`src/rtl/wfg_wishbone_master.sv`:
```
// wfg_wishbone_master: Wishbone classic initiator for single read/write cycles.
// A command handshake starts one bus cycle. A response handshake returns its
// result. Only one transaction is in flight at a time.
// Optional feature macro: WFG_WISHBONE_MASTER_TIMEOUT_EN. When it is defined,
// a BUS cycle with no acknowledge is aborted after TIMEOUT cycles and the
// response carries rsp_err_o = 1.

module wfg_wishbone_master #(
  parameter int BUSW    = 32,
  parameter int TIMEOUT = 255
) (
  input  logic              wb_clk_i,
  input  logic              wb_rst_i,
  // command channel
  input  logic              cmd_valid_i,
  output logic              cmd_ready_o,
  input  logic              cmd_we_i,
  input  logic [BUSW-1:0]   cmd_adr_i,
  input  logic [BUSW-1:0]   cmd_dat_i,
  input  logic [BUSW/8-1:0] cmd_sel_i,
  // response channel
  output logic              rsp_valid_o,
  input  logic              rsp_ready_i,
  output logic [BUSW-1:0]   rsp_dat_o,
  output logic              rsp_err_o,
  // Wishbone master port
  output logic              wbm_cyc_o,
  output logic              wbm_stb_o,
  output logic              wbm_we_o,
  output logic [BUSW/8-1:0] wbm_sel_o,
  output logic [BUSW-1:0]   wbm_adr_o,
  output logic [BUSW-1:0]   wbm_dat_o,
  input  logic              wbm_ack_i,
  input  logic [BUSW-1:0]   wbm_dat_i
);

  localparam int SELW = BUSW / 8;

  // A zero timeout would abort every cycle before a slave could answer.
  if (TIMEOUT < 1) begin : g_timeout_check
    $error("wfg_wishbone_master: TIMEOUT must be at least 1");
  end

  typedef enum logic [1:0] {
    ST_IDLE = 2'd0,
    ST_BUS  = 2'd1,
    ST_RESP = 2'd2
  } state_t;

  state_t          r_state;
  state_t          w_state_next;
  logic            r_cyc;
  logic            w_cyc_next;
  logic            r_we;
  logic            w_we_next;
  logic [SELW-1:0] r_sel;
  logic [SELW-1:0] w_sel_next;
  logic [BUSW-1:0] r_adr;
  logic [BUSW-1:0] w_adr_next;
  logic [BUSW-1:0] r_dat;
  logic [BUSW-1:0] w_dat_next;
  logic [BUSW-1:0] r_rsp_dat;
  logic [BUSW-1:0] w_rsp_dat_next;

`ifdef WFG_WISHBONE_MASTER_TIMEOUT_EN
  // Counter width follows TIMEOUT but stays within 8..32 bits.
  localparam int CNTW_RAW = $clog2(TIMEOUT + 1);
  localparam int CNTW     = (CNTW_RAW < 8) ? 8 : ((CNTW_RAW > 32) ? 32 : CNTW_RAW);

  logic [CNTW-1:0] r_cnt;
  logic [CNTW-1:0] w_cnt_next;
  logic            r_rsp_err;
  logic            w_rsp_err_next;
`endif

  // Next-state and next-register values; ack is only looked at in BUS so a
  // slave's lingering ack in RESP/IDLE has no effect.
  always_comb begin
    w_state_next   = r_state;
    w_cyc_next     = r_cyc;
    w_we_next      = r_we;
    w_sel_next     = r_sel;
    w_adr_next     = r_adr;
    w_dat_next     = r_dat;
    w_rsp_dat_next = r_rsp_dat;
`ifdef WFG_WISHBONE_MASTER_TIMEOUT_EN
    w_cnt_next     = r_cnt;
    w_rsp_err_next = r_rsp_err;
`endif
    case (r_state)
      ST_IDLE: begin
        if (cmd_valid_i && cmd_ready_o) begin
          w_we_next    = cmd_we_i;
          w_adr_next   = cmd_adr_i;
          w_dat_next   = cmd_dat_i;
          w_sel_next   = cmd_sel_i;
          w_cyc_next   = 1'b1;
          w_state_next = ST_BUS;
`ifdef WFG_WISHBONE_MASTER_TIMEOUT_EN
          w_cnt_next   = '0;
`endif
        end
      end
      ST_BUS: begin
        if (wbm_ack_i) begin
          // Ack wins over a timeout that expires in the same cycle.
          w_cyc_next     = 1'b0;
          w_rsp_dat_next = r_we ? '0 : wbm_dat_i;
          w_state_next   = ST_RESP;
`ifdef WFG_WISHBONE_MASTER_TIMEOUT_EN
          w_rsp_err_next = 1'b0;
`endif
        end
`ifdef WFG_WISHBONE_MASTER_TIMEOUT_EN
        else if (r_cnt == CNTW'(TIMEOUT - 1)) begin
          // This is the TIMEOUT-th BUS cycle without ack: abort the cycle.
          w_cyc_next     = 1'b0;
          w_rsp_dat_next = '0;
          w_rsp_err_next = 1'b1;
          w_state_next   = ST_RESP;
        end else begin
          w_cnt_next = r_cnt + CNTW'(1);
        end
`endif
      end
      ST_RESP: begin
        if (rsp_ready_i) begin
          w_state_next = ST_IDLE;
        end
      end
      default: begin
        w_state_next = ST_IDLE;
        w_cyc_next   = 1'b0;
      end
    endcase
  end

  // State and registered bus/response outputs with synchronous reset.
  always_ff @(posedge wb_clk_i) begin
    if (wb_rst_i) begin
      r_state   <= ST_IDLE;
      r_cyc     <= 1'b0;
      r_we      <= 1'b0;
      r_sel     <= '0;
      r_adr     <= '0;
      r_dat     <= '0;
      r_rsp_dat <= '0;
`ifdef WFG_WISHBONE_MASTER_TIMEOUT_EN
      r_cnt     <= '0;
      r_rsp_err <= 1'b0;
`endif
    end else begin
      r_state   <= w_state_next;
      r_cyc     <= w_cyc_next;
      r_we      <= w_we_next;
      r_sel     <= w_sel_next;
      r_adr     <= w_adr_next;
      r_dat     <= w_dat_next;
      r_rsp_dat <= w_rsp_dat_next;
`ifdef WFG_WISHBONE_MASTER_TIMEOUT_EN
      r_cnt     <= w_cnt_next;
      r_rsp_err <= w_rsp_err_next;
`endif
    end
  end

  // Handshake flags come straight from state; ready is masked during reset.
  assign cmd_ready_o = (r_state == ST_IDLE) && !wb_rst_i;
  assign rsp_valid_o = (r_state == ST_RESP);
  assign rsp_dat_o   = r_rsp_dat;
`ifdef WFG_WISHBONE_MASTER_TIMEOUT_EN
  assign rsp_err_o   = r_rsp_err;
`else
  assign rsp_err_o   = 1'b0;
`endif

  assign wbm_cyc_o = r_cyc;
  assign wbm_stb_o = r_cyc;
  assign wbm_we_o  = r_we;
  assign wbm_sel_o = r_sel;
  assign wbm_adr_o = r_adr;
  assign wbm_dat_o = r_dat;

endmodule

```
`config.mk`:
```
export PLATFORM = sky130hd
export DESIGN_NAME = wfg_wishbone_master
export DESIGN_NICKNAME = d
export VERILOG_FILES = /design/src/rtl/wfg_wishbone_master.sv
export SDC_FILE = /design/constraint.sdc
export NUM_CORES = 1
export LEC_CHECK = 0
export CORE_ASPECT_RATIO = 0.7
export CORE_MARGIN = 3
export CORE_UTILIZATION = 42
export DETAILED_ROUTE_END_ITERATION = 10
export PLACE_DENSITY = 0.81
export SKIP_CTS_REPAIR_TIMING = 1
export SYNTH_ARGS = -nofsm -noshare
export SYNTH_HDL_FRONTEND = slang
export SYNTH_SLANG_ARGS = --single-unit
```
`constraint.sdc`:
```
create_clock -name wb_clk_i -period 1.9 [get_ports wb_clk_i]
set_input_delay 0.57 -clock wb_clk_i [delete_from_list [all_inputs] [get_ports wb_clk_i]]
set_output_delay 0.57 -clock wb_clk_i [all_outputs]
set_load 0.005 [all_outputs]
```
# --- Yosys cells after proc, flatten, opt, wreduce, memory -nomap -nowiden ---
# Cells that the tools add are included.
op_classes:
  eq_ne: 5
  n_mux: 8
  bitwise_logic: 1
  reduce_logical: 8
ops:
  columns: ["cell", "count"]
  rows:
  - ["2-to-1 mux 32 bit", 1]
  - ["2-to-1 mux 2 bit", 3]
  - ["case mux 2 bit (3 select lines)", 1]
  - ["AND reduction 3 bit", 2]
  - ["inequality test 2 bit (second input constant)", 2]
  - ["AND reduction 2 bit", 2]
  - ["case mux 1 bit (3 select lines)", 1]
  - ["== test 2 x 1 -> 1 bit (second input constant)", 1]
  - ["== test 2 bit (second input constant)", 1]
  - ["logical AND 1 bit", 2]
  - ["logical NOT 2 bit", 1]
  - ["2-to-1 mux 1 bit", 2]
  - ["inequality test 2 x 1 -> 1 bit (second input constant)", 1]
  - ["logical NOT 1 bit", 1]
  - ["inverter 1 bit", 1]
totals:
  register_bits: 104
  inputBits: 106
  out_inout_bits: 106
  word_cells: 29

# --- Longest topological paths before layout ---
# Gate-level depths: netlist (run 1).
depth:
  word_depth: 5
  depth_mapped: 5
  mapped_depth_nobuf: 2

# --- Worst setup path after synthesis (run 1) ---
# OpenSTA, ideal clock, no wires.
synth_path:
  path_kind: "input-to-reg"
  start: "input port wb_rst_i"
  end: "register r_adr[0] (netlist: wbm_adr_o[0])"
  setup_ns: 0.121
  t_arrival_ns: 1.658
  required_ns: 1.779
  slack_ns: 0.121
  stages: 4
  path_buffers: 2
  path_cell_list: "or4b_1 -> buf_6 -> buf_12 -> mux2_4"
synth_between:
  elab_chain_cells: 4
synth_rtl:
  columns: ["item", "line_no", "text"]
  rows:
  - ["from (decl)", "13", "input logic wb_rst_i,"]
  - ["logical NOT 1 bit", "168", "assign cmd_ready_o = (r_state == ST_IDLE) && !wb_rst_i;"]
  - ["logical AND 1 bit", "168", null]
  - ["logical AND 1 bit", "92", "if (cmd_valid_i && cmd_ready_o) begin"]
  - ["AND reduction 2 bit (no line)", null, null]
  - ["to (signal assigned)", "157", "r_adr <= w_adr_next;"]
  - ["to (decl)", "58", "logic [BUSW-1:0] r_adr;"]
# Parallel ways exist; a longest one is shown, timed or not.
# A chain may end at the register's enable or synchronous reset.

# --- Worst setup path after layout (run 1) ---
layout_path:
  start: "register r_cyc (netlist: wbm_cyc_o)"
  end: "output port wbm_cyc_o"
layout_rtl:
  columns: ["item", "line_no", "text"]
  rows:
  - ["from (decl)", "52", "logic r_cyc;"]
  - ["from (signal assigned)", "154", "r_cyc <= w_cyc_next;"]
  - ["to (decl)", "27", "output logic wbm_cyc_o,"]
# No word-level cell between the ends.

==> results.ini, run 1 <==
[place]
gp_congestion = 0.8013
io_buffers = 210
pre_cts_ws_ns = -0.3560
place_area_um2 = 6875
dp_hpwl_um = 8482

[sta]
finalSetupViolCount = 0
fin_ws_ns = 0.1002
fin_skew_ns = 0.005747
drv_slew = 0
min_period_ns = 1.800
setup_tns_ns = 0
rsz0062_at_grt = false
fmax_mhz = 555.6
hold_viol = 0
finalCritPeriodShare_pct = 94.73

[critical_path]
crit_slowest_cell = clkdlybuf4s50_1
worst-setup-path-type = reg2out
crit_required_ns = 1.33
crit_path_start_kind = register
cp_cell_sequence = clkdlybuf4s50_1
cpLargestDelayFamily = buffers and inverters
cp_max_fo = 3
end_kind = output pin
critPathMaxStageDelay_ns = 0.54
arrival_ns = 1.23
crit_buf_inv = 1

[global_route]
grt-ovfl-total = 0
grt_pass1_wl_um = 18180
grt_max_degree = 92
grt_pass1_vias = 3489
grt_usage_pct = 18.22
antenna_found_initial = 0

[layout]
multi_input_area_um2 = 2359
drive_gt1_share_pct = 23.30
area_growth_pct = 54.52
stdcell_area_um2 = 7248
fin_nets = 689
fill_cells = 818
seq_area_um2 = 2088
fin_util_pct = 68.20
n_antenna_cell = 0

[yosys]
syn_nets = 488
postSynthCellCount = 382
synth_area_um2 = 4691
avgSynthCellArea_um2 = 12.28
synthArstFlopShare_pct = 0
ys_ff_latch = 104
yosysWarnings = 0
synth.distinct_cells = 22
ys_seq_area_share_pct = 44.39
synth.area.top_cells = dfxtp_1, mux2_4, nor2b_1
synthTopCellsByCount = dfxtp_1, mux2_4, nor2b_1
ys.flop_type = dfxtp_1
yosys.area.top_type = dfxtp_1
synth_edf_count = 0
yosys.cell_count.top_type = dfxtp_1
yosysTopAreaCellShare_pct = 44.39

[clock_network]
path_clk_slew_ns = 0.07
cts_root_buf = clkbuf_16
cts_tree = built
clock-sinks = 104
cts_max_path_buffers = 2
h-tree-depth = 3
cts_made_buffers = 9
insertion_delay_ns = 0.34

[floorplan]
die_w_um = 132.3
row_count = 31
die-area_um2 = 12490
initial_core_util_pct = 44.14
die_y_um = 94.42
ios = 212
core_um2 = 10630

[pwr]
ir_drop_v = 0.0004686
pwr_density_cell_nw_per_um2 = 747.2
leakage_uw = 0.002967

[detailed_routing]
drt_iter0_drc = 123
wl_per_cell_um = 16.49
num_vias = 3420
postRouteAntennaNets = 0
drc = 0
vias_per_cell = 4.647
drt-total-wl_um = 12140
dr.pass1.iters = 4

[run_status]
status = finished, final reports clean

[job]
cap_violations = 0

[worst_hold_path]
hp-class = reg2reg

[placed cells by master, fill, tap and decap left out]
| master | Yosys | routed |
|---|---|---|
| mux2i_1 | 32 | 32 |
| dfxtp_2 | 0 | 2 |
| o21ai_0 | 1 | 1 |
| nand2b_1 | 33 | 33 |
| buf_4 | 2 | 5 |
| buf_16 | 0 | 1 |
| nor3_1 | 1 | 1 |
| inv_6 | 0 | 3 |
| clkdlybuf4s50_1 | 0 | 206 |
| nor3b_1 | 1 | 1 |
| o21ba_2 | 1 | 1 |
| nor2_1 | 1 | 1 |
| nor2b_1 | 69 | 69 |
| conb_1 | 1 | 1 |
| dfxtp_1 | 104 | 101 |
| bufinv_16 | 0 | 1 |
| o21a_1 | 1 | 1 |
| dfxtp_4 | 0 | 1 |
| dlymetal6s2s_1 | 0 | 3 |
| or3b_2 | 32 | 32 |
| buf_12 | 7 | 5 |
| mux2_4 | 69 | 69 |
| or4b_4 | 0 | 1 |
| clkinv_2 | 0 | 1 |
| clkinvlp_4 | 0 | 2 |
| and2b_2 | 1 | 1 |
| and3b_2 | 1 | 1 |
| clkbuf_16 | 0 | 11 |
| a2111oi_0 | 1 | 1 |
[layout make-up]
class	instances	area share (%)
clock buffer	9	3.107
clock inverter	7	1.053
multi-input combinational	246	32.54
sequential	104	28.81
tap	148	2.555
timing repair buffer	222	31.94
[worst reg2reg max path: cells and delay by family (launching register included)]
kind	cells	cell delay [ns]
and+or+nand+nor	1	0.66
DFF	1	0.35
muxes	1	0.33
buffers and inverters	1	0.24
[stage by stage]
step | std cells | power, uW | hold slack (ns)
CTS | 734 | 5464 | 0.4789
detailed placement | 718 | 3565 | 0.4634
global placement | 718 | 3542 | 0.4575
floorplan | 382 | 2970 | 0.4650
global route | 736 | 5634 | 0.4952
finish | 736 | 5416 | 0.4719
[final timing paths]
| path | from | endpoint | slack [ns] | depth (start not counted) |
|---|---|---|---|---|
| min | rsp_dat_o[10]$_SDFFE_PP0P_ | rsp_dat_o[10]$_SDFFE_PP0P_ | 0.47 | 2 |
| max reg2reg | r_state[1]$_SDFFE_PP0P_ | wbm_adr_o[18]$_SDFFE_PP0P_ | 0.21 | 3 |
| min reg2reg | rsp_dat_o[10]$_SDFFE_PP0P_ | rsp_dat_o[10]$_SDFFE_PP0P_ | 0.47 | 2 |
| max | wbm_cyc_o$_SDFFE_PP0P_ | wbm_cyc_o | 0.10 | 1 |
[flip-flops by register name (all words and copies together), names as in the netlist]
| signal | count |
|---|---|
| wbm_sel_o | 4 |
| wbm_we_o | 1 |
| r_state | 2 |
| wbm_adr_o | 32 |
| wbm_dat_o | 32 |
| rsp_dat_o | 32 |
| wbm_cyc_o | 1 |
[report_power, final]
part	switching, uW	internal (uW)
clock network	848	1030
logic	325	787
registers	85.8	2340
[routing by layer]
metal	vias to the layer above	GRT usage, %	routed length, um
met1	1588	22.39	5403
met2	141	30.67	5600
met3	15	6.922	995
met4	0	4.325	139
li1	1676	-	-
met5	-	0	0
[cell families after synthesis]
family | share of synthesized area (%)
multiplexers | 28.91
AO/OA/AOI/OAI | 0.6668
flip-flops | 44.39
other | 0.07994
buffers and inverters | 5.414
AND/OR/NAND/NOR | 20.54
No activity file was read; power rests on OpenSTA's default activity.
==> inputs of run 2 (changes only) <==
--- a/config.mk
+++ b/config.mk
@@ -8,6 +8,7 @@
 export CORE_ASPECT_RATIO = 0.7
 export CORE_MARGIN = 3
 export CORE_UTILIZATION = 42
+export CTS_BUF_LIST = sky130_fd_sc_hd__clkbuf_16
 export DETAILED_ROUTE_END_ITERATION = 10
 export PLACE_DENSITY = 0.81
 export SKIP_CTS_REPAIR_TIMING = 1
==> results of run 2 <==
The final DEF is identical to that of run 1; final timing and power are the same.
==> inputs of run 3 (changes only) <==
--- a/config.mk
+++ b/config.mk
@@ -9,6 +9,7 @@
 export CORE_MARGIN = 3
 export CORE_UTILIZATION = 42
 export CTS_BUF_LIST = sky130_fd_sc_hd__clkbuf_16
+export CTS_CLUSTER_DIAMETER = 150
 export DETAILED_ROUTE_END_ITERATION = 10
 export PLACE_DENSITY = 0.81
 export SKIP_CTS_REPAIR_TIMING = 1
==> results of run 3 <==
The final DEF is identical to that of run 1; final timing and power are the same.
==> variant: new RTL, flow settings as in run 2 <==
The option `WFG_WISHBONE_MASTER_TIMEOUT_EN` is turned on by a define.
--- a/src/rtl/wfg_wishbone_master.sv
+++ b/src/rtl/wfg_wishbone_master.sv
@@ -4,6 +4,8 @@
 // Optional feature macro: WFG_WISHBONE_MASTER_TIMEOUT_EN. When it is defined,
 // a BUS cycle with no acknowledge is aborted after TIMEOUT cycles and the
 // response carries rsp_err_o = 1.
+
+`define WFG_WISHBONE_MASTER_TIMEOUT_EN
 
 module wfg_wishbone_master #(
   parameter int BUSW    = 32,
Behaviour: same outputs for any inputs over 4 cycles, from zero or initial values and one cycle with wb_rst_i high; that may be too few to reach the edited logic, so the function may still have changed.
==> variant against run 2 <==
Sequential power rose by 8.7%. Power rose by 16%. Synthesized cell count rose by 17%. Worst setup slack got worse by 0.078 ns. Sequential cell count rose by 9. Routed wire length rose by 1.1%. Hold slack got worse by 0.0048 ns. Synthesized area fell by 12%. First-iteration DRC count rose by 41%. Largest cell class is now non-clock buffers. Register-to-register slack got worse by 0.07 ns. Clock power rose by 45%. Design area fell by 4.1%. Non-clock buffer count rose by 4.
==> variant: results (changes against run 2) <==
status finished, final reports clean; Clock Latency Late Sink 0.40 ns (+0.06 ns); via count 3872 (+13%); Overall Global Routing Usage 21.40% (+3.2 points); Critical Path Source wbm_dat_o[5]$_SDFFE_PP0P_; via count of the first global-routing pass 3767 (+8.0%); register-to-register path setup slack 0.14 ns (-0.07 ns); crit path max fanout 2 (-1); Peak supply drop 0.6151 mV (+31%); data arrival time at the worst-slack endpoint 1.31 ns (+0.08 ns); total CTS buffers 17 (+8); Placement Cell Area 6416 um2 (-6.7%); number of nets produced by synthesis 554 (+14%); global-route wire length before repair 18850 um (+3.7%); Placed Cells incl. Taps 762 (+6.1%); Hold Startpoint rsp_dat_o[5]$_SDFFE_PP0P_; dpl ws -0.2478 ns (+0.1083 ns); Critical Path Max Stage Delay 0.56 ns (+0.02 ns); CTS H-Tree Depth 4 (+1); GRT met2 Usage 34.61% (+3.9 points); Port Buffers 211 (+0.48%); Worst Reg-to-Reg Cells 7 (+4); M3 GR Usage 10.63% (+3.7 points); post-synthesis cell type count 33 (+50%); length of routed wiring on met1 5029 um (-6.9%); hold path depth 1 (-1); Reg2Reg Launch Point r_cnt[0]$_SDFFE_PP0P_
## variant: layout make-up
cell class | instances | area [um2]
clock buffer | 17 | 425.4
timing repair buffer | 226 | 2282
clock inverter | 14 | 83.83
fill | 631 | 2371
multi-input combinational | 295 | 1727
inverter | 4 | 15.01
tap | 124 | 155.1
sequential | 113 | 2266
## variant: kinds of logic (layout without fill, tap and decap cells)
| kind of cell | after synthesis | after routing | synth area share [%] |
|---|---|---|---|
| AO/OA/AOI/OAI | 124 | 124 | 18.73 |
| XOR/XNOR | 1 | 1 | 0.2118 |
| adder cells (fa/ha/maj) | 2 | 2 | 0.6050 |
| buffers and inverters | 38 | 261 | 4.054 |
| flip-flops | 113 | 113 | 54.71 |
| AND/OR/NAND/NOR | 168 | 168 | 21.69 |
## variant: power groups by stage
stage	Clock, mW	Sequential, mW	Combinational, mW
final	2.73	2.63	0.898
after global routing	2.90	2.64	0.974
after CTS	2.79	2.62	0.906
after detailed placement	0	2.67	0.899
after global placement	0	2.66	0.884
after floorplan	0	2.67	0.264
